--- src/rtl/ego1_io_pkg.sv ---
// ----------------------------------------------------------------------------
// ego1_io_pkg
//   Shared definitions for the EGO1 single-step lab input front end.
//   - btn_state_t : encoding of the step-button debounce FSM
//   - DB_CYCLES_BOARD / DB_CYCLES_SIM : debounce lengths for the board
//     (10 ms at 100 MHz) and for fast simulation
//   - AUTO_DIV_BOARD : one auto step per second at 100 MHz
//   - cnt_width() : width of a counter that must hold 0..n-1
// ----------------------------------------------------------------------------
package ego1_io_pkg;

    typedef enum logic [1:0] {
        S_IDLE     = 2'd0,
        S_PRESS_DB = 2'd1,
        S_HELD     = 2'd2,
        S_REL_DB   = 2'd3
    } btn_state_t;

    localparam int unsigned DB_CYCLES_BOARD = 1_000_000;
    localparam int unsigned DB_CYCLES_SIM   = 4;
    localparam int unsigned AUTO_DIV_BOARD  = 100_000_000;

    // Bits needed to count 0..n-1, never less than one.
    function automatic int unsigned cnt_width(input int unsigned n);
        return ($clog2(n) < 1) ? 1 : $clog2(n);
    endfunction

endpackage

--- src/rtl/debounce_sync.sv ---
// ----------------------------------------------------------------------------
// debounce_sync
//   Two-flop synchroniser followed by a level debouncer for one slide switch.
//   The output only follows the synchronised input after it has disagreed
//   with the output for DB_CYCLES consecutive comparisons; any cycle of
//   agreement clears the count, so glitches shorter than DB_CYCLES vanish.
//
//   Ports
//     cp    in   clock, rising edge
//     clr   in   asynchronous reset, active-high
//     din   in   raw level, asynchronous to cp
//     dout  out  debounced level
// ----------------------------------------------------------------------------
module debounce_sync
    import ego1_io_pkg::*;
#(
    parameter int unsigned DB_CYCLES = DB_CYCLES_BOARD
) (
    input  logic cp,
    input  logic clr,
    input  logic din,
    output logic dout
);

    localparam int unsigned     DB_W    = cnt_width(DB_CYCLES);
    localparam logic [DB_W-1:0] DB_LAST = DB_W'(DB_CYCLES - 1);

    logic            sync_1;
    logic            sync_2;
    logic [DB_W-1:0] db_cnt;

    always_ff @(posedge cp or posedge clr) begin
        if (clr) begin
            sync_1 <= 1'b0;
            sync_2 <= 1'b0;
            db_cnt <= '0;
            dout   <= 1'b0;
        end else begin
            sync_1 <= din;
            sync_2 <= sync_1;
            if (sync_2 == dout) begin
                db_cnt <= '0;
            end else if (db_cnt == DB_LAST) begin
                dout   <= sync_2;
                db_cnt <= '0;
            end else begin
                db_cnt <= db_cnt + DB_W'(1);
            end
        end
    end

endmodule

--- src/rtl/ego1_step_input_conditioner.sv ---
// ----------------------------------------------------------------------------
// ego1_step_input_conditioner
//   Board-side front end for the EGO1 single-step sequential-circuit labs.
//   Cleans up two slide switches and a step push-button and produces a
//   one-cycle step strobe that the lab state machine uses as its update
//   enable. step is a plain strobe: no handshake and no back-pressure; the
//   consumer must act in the single cycle step is high.
//
//   Optional feature: define AUTO_STEP_EN to add a free-running step divider
//   selected by the auto_mode switch. Without it auto_mode is ignored.
//
//   Ports
//     cp        in   clock, rising edge
//     clr       in   asynchronous reset, active-high
//     sw_x1     in   raw switch
//     sw_x2     in   raw switch
//     btn_step  in   raw push-button, high = pressed
//     auto_mode in   raw switch, 1 = free-running steps (AUTO_STEP_EN only)
//     x1        out  debounced sw_x1
//     x2        out  debounced sw_x2
//     step      out  one-cycle step pulse
//     step_cnt  out  steps issued, modulo 2^CNT_W
//
//   The button FSM state is held in 'state' (btn_state_t) for bound checkers.
// ----------------------------------------------------------------------------
module ego1_step_input_conditioner
    import ego1_io_pkg::*;
#(
    parameter int unsigned DB_CYCLES = DB_CYCLES_BOARD,
    parameter int unsigned AUTO_DIV  = AUTO_DIV_BOARD,
    parameter int unsigned CNT_W     = 4
) (
    input  logic             cp,
    input  logic             clr,
    input  logic             sw_x1,
    input  logic             sw_x2,
    input  logic             btn_step,
    input  logic             auto_mode,
    output logic             x1,
    output logic             x2,
    output logic             step,
    output logic [CNT_W-1:0] step_cnt
);

    localparam int unsigned     DB_W    = cnt_width(DB_CYCLES);
    localparam logic [DB_W-1:0] DB_LAST = DB_W'(DB_CYCLES - 1);

    // ------------------------------------------------------------------
    // Switch levels
    // ------------------------------------------------------------------
    debounce_sync #(.DB_CYCLES(DB_CYCLES)) u_db_x1 (
        .cp   (cp),
        .clr  (clr),
        .din  (sw_x1),
        .dout (x1)
    );

    debounce_sync #(.DB_CYCLES(DB_CYCLES)) u_db_x2 (
        .cp   (cp),
        .clr  (clr),
        .din  (sw_x2),
        .dout (x2)
    );

    // ------------------------------------------------------------------
    // Button synchroniser
    // ------------------------------------------------------------------
    logic btn_s1;
    logic btn_sync;

    always_ff @(posedge cp or posedge clr) begin
        if (clr) begin
            btn_s1   <= 1'b0;
            btn_sync <= 1'b0;
        end else begin
            btn_s1   <= btn_step;
            btn_sync <= btn_s1;
        end
    end

    // ------------------------------------------------------------------
    // Button FSM: press and release are both debounced, and only the
    // PRESS_DB -> HELD transition produces a step, so holding the button
    // never repeats and release bounce cannot retrigger.
    // ------------------------------------------------------------------
    btn_state_t      state;
    btn_state_t      state_nx;
    logic [DB_W-1:0] btn_cnt;
    logic [DB_W-1:0] btn_cnt_nx;
    logic            btn_pulse;

    always_ff @(posedge cp or posedge clr) begin
        if (clr) begin
            state   <= S_IDLE;
            btn_cnt <= '0;
        end else begin
            state   <= state_nx;
            btn_cnt <= btn_cnt_nx;
        end
    end

    always_comb begin
        state_nx   = state;
        btn_cnt_nx = btn_cnt;
        case (state)
            S_IDLE: begin
                if (btn_sync) begin
                    state_nx   = S_PRESS_DB;
                    btn_cnt_nx = '0;
                end
            end
            S_PRESS_DB: begin
                if (!btn_sync) begin
                    state_nx   = S_IDLE;
                    btn_cnt_nx = '0;
                end else if (btn_cnt == DB_LAST) begin
                    state_nx   = S_HELD;
                    btn_cnt_nx = '0;
                end else begin
                    btn_cnt_nx = btn_cnt + DB_W'(1);
                end
            end
            S_HELD: begin
                if (!btn_sync) begin
                    state_nx   = S_REL_DB;
                    btn_cnt_nx = '0;
                end
            end
            S_REL_DB: begin
                if (btn_sync) begin
                    state_nx   = S_HELD;
                    btn_cnt_nx = '0;
                end else if (btn_cnt == DB_LAST) begin
                    state_nx   = S_IDLE;
                    btn_cnt_nx = '0;
                end else begin
                    btn_cnt_nx = btn_cnt + DB_W'(1);
                end
            end
            default: begin
                state_nx   = S_IDLE;
                btn_cnt_nx = '0;
            end
        endcase
    end

    always_comb begin
        btn_pulse = (state == S_PRESS_DB) && btn_sync && (btn_cnt == DB_LAST);
    end

    // ------------------------------------------------------------------
    // Step source selection
    // ------------------------------------------------------------------
    logic step_src;

`ifdef AUTO_STEP_EN
    localparam int unsigned      DIV_W    = cnt_width(AUTO_DIV);
    localparam logic [DIV_W-1:0] DIV_LAST = DIV_W'(AUTO_DIV - 1);

    logic             auto_s1;
    logic             auto_sync;
    logic [DIV_W-1:0] div_cnt;
    logic             auto_pulse;

    always_ff @(posedge cp or posedge clr) begin
        if (clr) begin
            auto_s1   <= 1'b0;
            auto_sync <= 1'b0;
        end else begin
            auto_s1   <= auto_mode;
            auto_sync <= auto_s1;
        end
    end

    // Held at zero while auto mode is off so the first auto step always
    // lands a full AUTO_DIV cycles after the mode takes effect.
    always_ff @(posedge cp or posedge clr) begin
        if (clr) begin
            div_cnt <= '0;
        end else if (!auto_sync || (div_cnt == DIV_LAST)) begin
            div_cnt <= '0;
        end else begin
            div_cnt <= div_cnt + DIV_W'(1);
        end
    end

    always_comb begin
        auto_pulse = auto_sync && (div_cnt == DIV_LAST);
        // The button FSM keeps tracking in auto mode; only its pulse is dropped.
        step_src   = auto_sync ? auto_pulse : btn_pulse;
    end
`else
    localparam int unsigned unused_auto_div = AUTO_DIV;
    logic unused_auto_mode;

    assign unused_auto_mode = auto_mode;

    always_comb begin
        step_src = btn_pulse;
    end
`endif

    // ------------------------------------------------------------------
    // Step register and counter; step_cnt shows a step from the cycle
    // after the step pulse.
    // ------------------------------------------------------------------
    always_ff @(posedge cp or posedge clr) begin
        if (clr) begin
            step     <= 1'b0;
            step_cnt <= '0;
        end else begin
            step     <= step_src;
            step_cnt <= step_cnt + CNT_W'(step);
        end
    end

endmodule

--- config.mk ---
export PLATFORM = sky130hd
export DESIGN_NAME = ego1_step_input_conditioner
export DESIGN_NICKNAME = d
export VERILOG_FILES = /design/src/rtl/ego1_io_pkg.sv /design/src/rtl/debounce_sync.sv /design/src/rtl/ego1_step_input_conditioner.sv
export SDC_FILE = /design/constraint.sdc
export NUM_CORES = 1
export LEC_CHECK = 0
export CAP_MARGIN = 20
export CORE_ASPECT_RATIO = 0.8
export CORE_MARGIN = 3
export CORE_UTILIZATION = 60
export DETAILED_ROUTE_END_ITERATION = 10
export HOLD_SLACK_MARGIN = 0.02
export PLACE_DENSITY = 0.79
export SYNTH_ARGS = -nofsm -noshare
export SYNTH_HDL_FRONTEND = slang
export SYNTH_SLANG_ARGS = --single-unit
--- constraint.sdc ---
create_clock -name cp -period 3.36 [get_ports cp]
set_input_delay 0.672 -clock cp [delete_from_list [all_inputs] [get_ports cp]]
set_output_delay 0.672 -clock cp [all_outputs]
set_load 0.05 [all_outputs]
After elaboration in Yosys (flattened, before gate mapping)

Index checks and enable logic that the tools add are counted.

Register bits: 75
Bits in writable memories: 0
Memory bits (read-only): 0
Word-level logic and storage cells: 56
Bits of input ports: 6
Memories: 0
Output and inout bits: 7
Latch bits: 0

Shift-type cells: 0
Divide/modulo/power cells: 0
Multiplexer cells: 17
Equality and inequality tests: 12
Order comparisons: 0
Bitwise gates (word level): 2
$mul: 0
Reductions and logical operators: 7
Add/sub/neg operators: 4

Operators by type and width:

| cell                  | number |
|---|---|
| $mux 20               | 9 |
| $pmux 20 s4           | 1 |
| $add 20x1->20 const B | 3 |
| $eq 20x20->1 const B  | 3 |
| $mux 2                | 6 |
| $pmux 2 s4            | 1 |
| $ne 3x3->1 const B    | 2 |
| $reduce_and 2->1      | 3 |
| $add 4x1->4           | 1 |
| $eq 2x2->1 const B    | 2 |
| $ne 2x2->1 const B    | 2 |
| $reduce_and 4->1      | 1 |
| $eq 1x1->1            | 2 |
| $eq 2x1->1 const B    | 1 |
| $logic_and 1x1->1     | 2 |
| $logic_not 2->1       | 1 |
| $not 1->1             | 2 |

Depth between registers and ports, before layout

Word-level depth: 4
Mapped depth: 8
Depth with buffers taken out: 6

Hierarchy

From an unflattened synthesis, not the netlist that was laid out.

Cells, all modules: 360
Area, all modules: 3,692.3 sq um

Modules (own cells, without submodules):

| module                      | cells an instance | area each (sq um) | instances |
|---|---|---|---|
| debounce_sync               | 109               | 1,118.6           | 2 |
| ego1_step_input_conditioner | 142               | 1,455.1           | 1 |

Worst setup path before layout

No wires, ideal clock.

Path kind: register to register
Start: reg btn_cnt[0]
End: reg btn_cnt[10]
Arrival time: 1.826 ns
Slack: 1.413 ns
Library setup time: 0.121 ns
Clock period less this slack: 1.947 ns
Cell stages (with the launch flop): 8
Cell sequence: dfrtp_1 ha_1 nand3_1 nor4bb_1 a21o_1 buf_4 o21ai_0 a22o_1

Word-level cells in the longest chain between the ends: 4

Ends and longest elaborated chain:

| item                                          | RTL line                                                               | text |
|---|---|---|
| start: declaration                            | ego1_step_input_conditioner.sv:88                                      | `logic [DB_W-1:0] btn_cnt;` |
| start signal: assignment                      | ego1_step_input_conditioner.sv:98                                      | `btn_cnt <= btn_cnt_nx;` |
| $add 20x1->20 or $eq 20x20->1 (tied branches) | --                                                                     |  |
| $mux 20 *                                     | ego1_step_input_conditioner.sv:116, ego1_step_input_conditioner.sv:133 |  |
| $mux 20 (on tied branches)                    | ego1_step_input_conditioner.sv:130, ego1_step_input_conditioner.sv:113 |  |
| $pmux 20 s4 *                                 | ego1_step_input_conditioner.sv:105                                     | `case (state)` |

Mark *: on every way between the ends. The rest lies on a longest branch, timed or not.
A chain may end at the register's enable or synchronous reset.

Worst setup path in the final report

Same ends and word-level chain as after synthesis.

==> impl_metrics.ini <==
[yosys]
synth_fa_ha_area_frac = 0.0177
synth.avg_cell_area_um2 = 9.93
yosys_warnings = 0
synthTopCellsByArea = dfrtp_1 (53%), xor2_1 (6.7%), nor2_1 (5.7%)
synth-compound-area-share = 0.0703
synth_cells = 355
ys_ff_latch = 75
synth_top_family_by_area = simple AND/OR/NAND/NOR gates
synth_cell_types = 38
synthesis.nets = 366
netlist_area_mm2 = 0.00353
synth_area_leader_cell = dfrtp_1
synth.top_cell.area_share = 0.532
synth_xor_area_frac = 0.104
synthSimpleGateAreaFrac = 0.242
synthFlopType = dfrtp_1
synth_enable_flop_cells = 0
synthArstFlopShare = 1.00
yosysSeqAreaShare = 0.532
synthMuxAreaShare = 0.0124

[sta]
tns_ps = 0
setup_ws_ps = 1040
relSlewSlack = 0.353
hold_viol = 0
setup_viol = 0
slew_violations = 0
final.min_clock_period_ps = 2320
rsz0062_at_grt = no
max_freq_ghz = 0.431
worst_slew_pin_slew_ps = 962
clock_skew_ps = 10.8
fin_crit_sh = 0.691

[cts]
cts_made_buffers = 9
htree_num_levels = 3
clock_sinks = 75
cts_setup_buffers = 0
ctsHoldBuffers = 0
clk_pin_slew_ps = 70
cts_tree = yes
ctsResizeCount = 0
clock_latency_ps = 350
clk_path_buf_depth = 2
cts_root_buffer = clkbuf_8

[route]
vias = 2609
antenna_left = 0
wl_mm = 6.60
drtIter0Drc = 168
drt_first_pass_iters = 4
wl_per_cell_um = 14.5
viasPerCell = 5.73
drc = 0

[final_layout]
layout-drive-gt1-share = 0.0690
diodes = 0
nNetsFinal = 383
instances_no_fill = 455
syn_to_final_growth_pct = 10.6
fin_util = 0.702

[pwr]
ir_worst_vdd_v = 0.000427
power.density_mw_per_mm2 = 497
total_power_uw = 1940
p_leak_uw = 0.00168

[floorplanning]
die_area_mm2 = 0.00684
core_area_mm2 = 0.00556
die_h_um = 74.6
dieWidth_um = 91.7
std_cell_rows = 24
start_util = 0.635
ios = 13

[placed_design]
routabilityCongestion = 0.807
pre_cts_ws_ps = 1070
place_inst = 439
dp_hpwl_mm = 4.49
port_buffers = 11

[critical_path]
startpoint = btn_cnt[0]
crit_arrival_ps = 2560
worstSetupPathType = register to register
end_kind = register
cp.required_ps = 3590
cp-start-kind = register
worst-path-max-fanout = 15
worstReg2RegStart = btn_cnt[0]

[outcome]
status = finished clean

[global_routing]
grt_pass1_vias = 2550
grt_use_total = 0.221
antenna_found_initial = 0
grt_pass1_wl_mm = 11.7
grt_max_degree = 32
grt-ovfl-total = 0

[min_path]
hp-class = register to register
min_from = btn_s1

[run]
cap_violations = 0
## state kept, by name, summed over array words and instances (netlist names), 4 cells and up, named ones only
register / flops
u_db_x2.db_cnt: 20
step_cnt: 4
u_db_x1.db_cnt: 20
btn_cnt: 20
## synth_stat cells (5+ instances only)
master,instances
dfrtp_1,75
nor2_1,54
nand2_1,35
nand3_1,27
xor2_1,27
xnor2_1,15
o21ai_0,12
a31oi_1,10
nand4_1,10
nor4_1,10
inv_1,8
a21oi_1,7
and3_1,7
nor3_1,6
ha_1,5
## stage by stage
stage / instance area, µm² / hold WS (ps)
detailed placement: 3710 / 341
global route: 3900 / 359
CTS: 3900 / 358
global placement: 3710 / 337
finish: 3900 / 355
floorplan: 3530 / 331
## cell type report
cell class	count	area, µm²
repair buffers	14	133
clock inverters	4	51.3
clock buffers	12	135
well taps	78	97.6
multi-input cells	264	1580
inverters	8	30.0
fillers	422	1660
flip-flops and latches	75	1880
## layer usage
layer | track usage | share of wire | vias to the layer above
li1 | - | - | 1274
met1 | 0.292 | 0.48 | 1274
met2 | 0.346 | 0.47 | 54
met3 | 0.0708 | 0.043 | 7
met4 | 0.0873 | 0.011 | 0
met5 | 0 | 0 | -
## power by group
group / total (µW) / switching (µW) / internal (µW) / leakage (µW)
Sequential: 979 / 42.1 / 937 / 0.00102
Combinational: 293 / 198 / 95.4 / 0.000569
Clock: 667 / 323 / 344 / 0.0000906
## kinds of logic after synthesis
| kind of cell | count (synthesis) |
|---|---|
| AND/OR/NAND/NOR | 173 |
| AO/OA/AOI/OAI | 40 |
| buffers and inverters | 16 |
| multiplexers | 4 |
| adder cells (fa/ha/maj) | 5 |
| flip-flops | 75 |
| XOR/XNOR | 42 |
## cells in the final DEF (no fill, tap or decap), types with 5 or more instances in the layout
master and count:
a21oi_1 7, a31oi_1 10, and3_1 7, clkbuf_8 9, clkdlybuf4s50_1 11, dfrtp_1 75
ha_1 5, inv_1 7, nand2_1 35, nand3_1 27, nand4_1 10, nor2_1 54
nor3_1 6, nor4_1 10, o21ai_0 12, xnor2_1 15, xor2_1 27
## critical path: stages (launching register included)
cell      delay, ps
dfrtp_1         430
ha_1            240
nand3_1         180
nor4bb_1        480
a21o_1          470
o21ai_0         160
a22o_1          240
## final timing paths
path | endpoint | slack [ps] | depth (start not counted)
setup / recovery | btn_cnt[10] | 1040 | 6
hold / removal | btn_sync | 360 | 0
setup reg to reg | btn_cnt[10] | 1040 | 6
hold reg to reg | btn_sync | 360 | 0
max in group asynchronous | u_db_x1.db_cnt[19] | 1870 | 3
min in group asynchronous | u_db_x2.db_cnt[4] | 730 | 2
(Power assumes the default switching activity.)
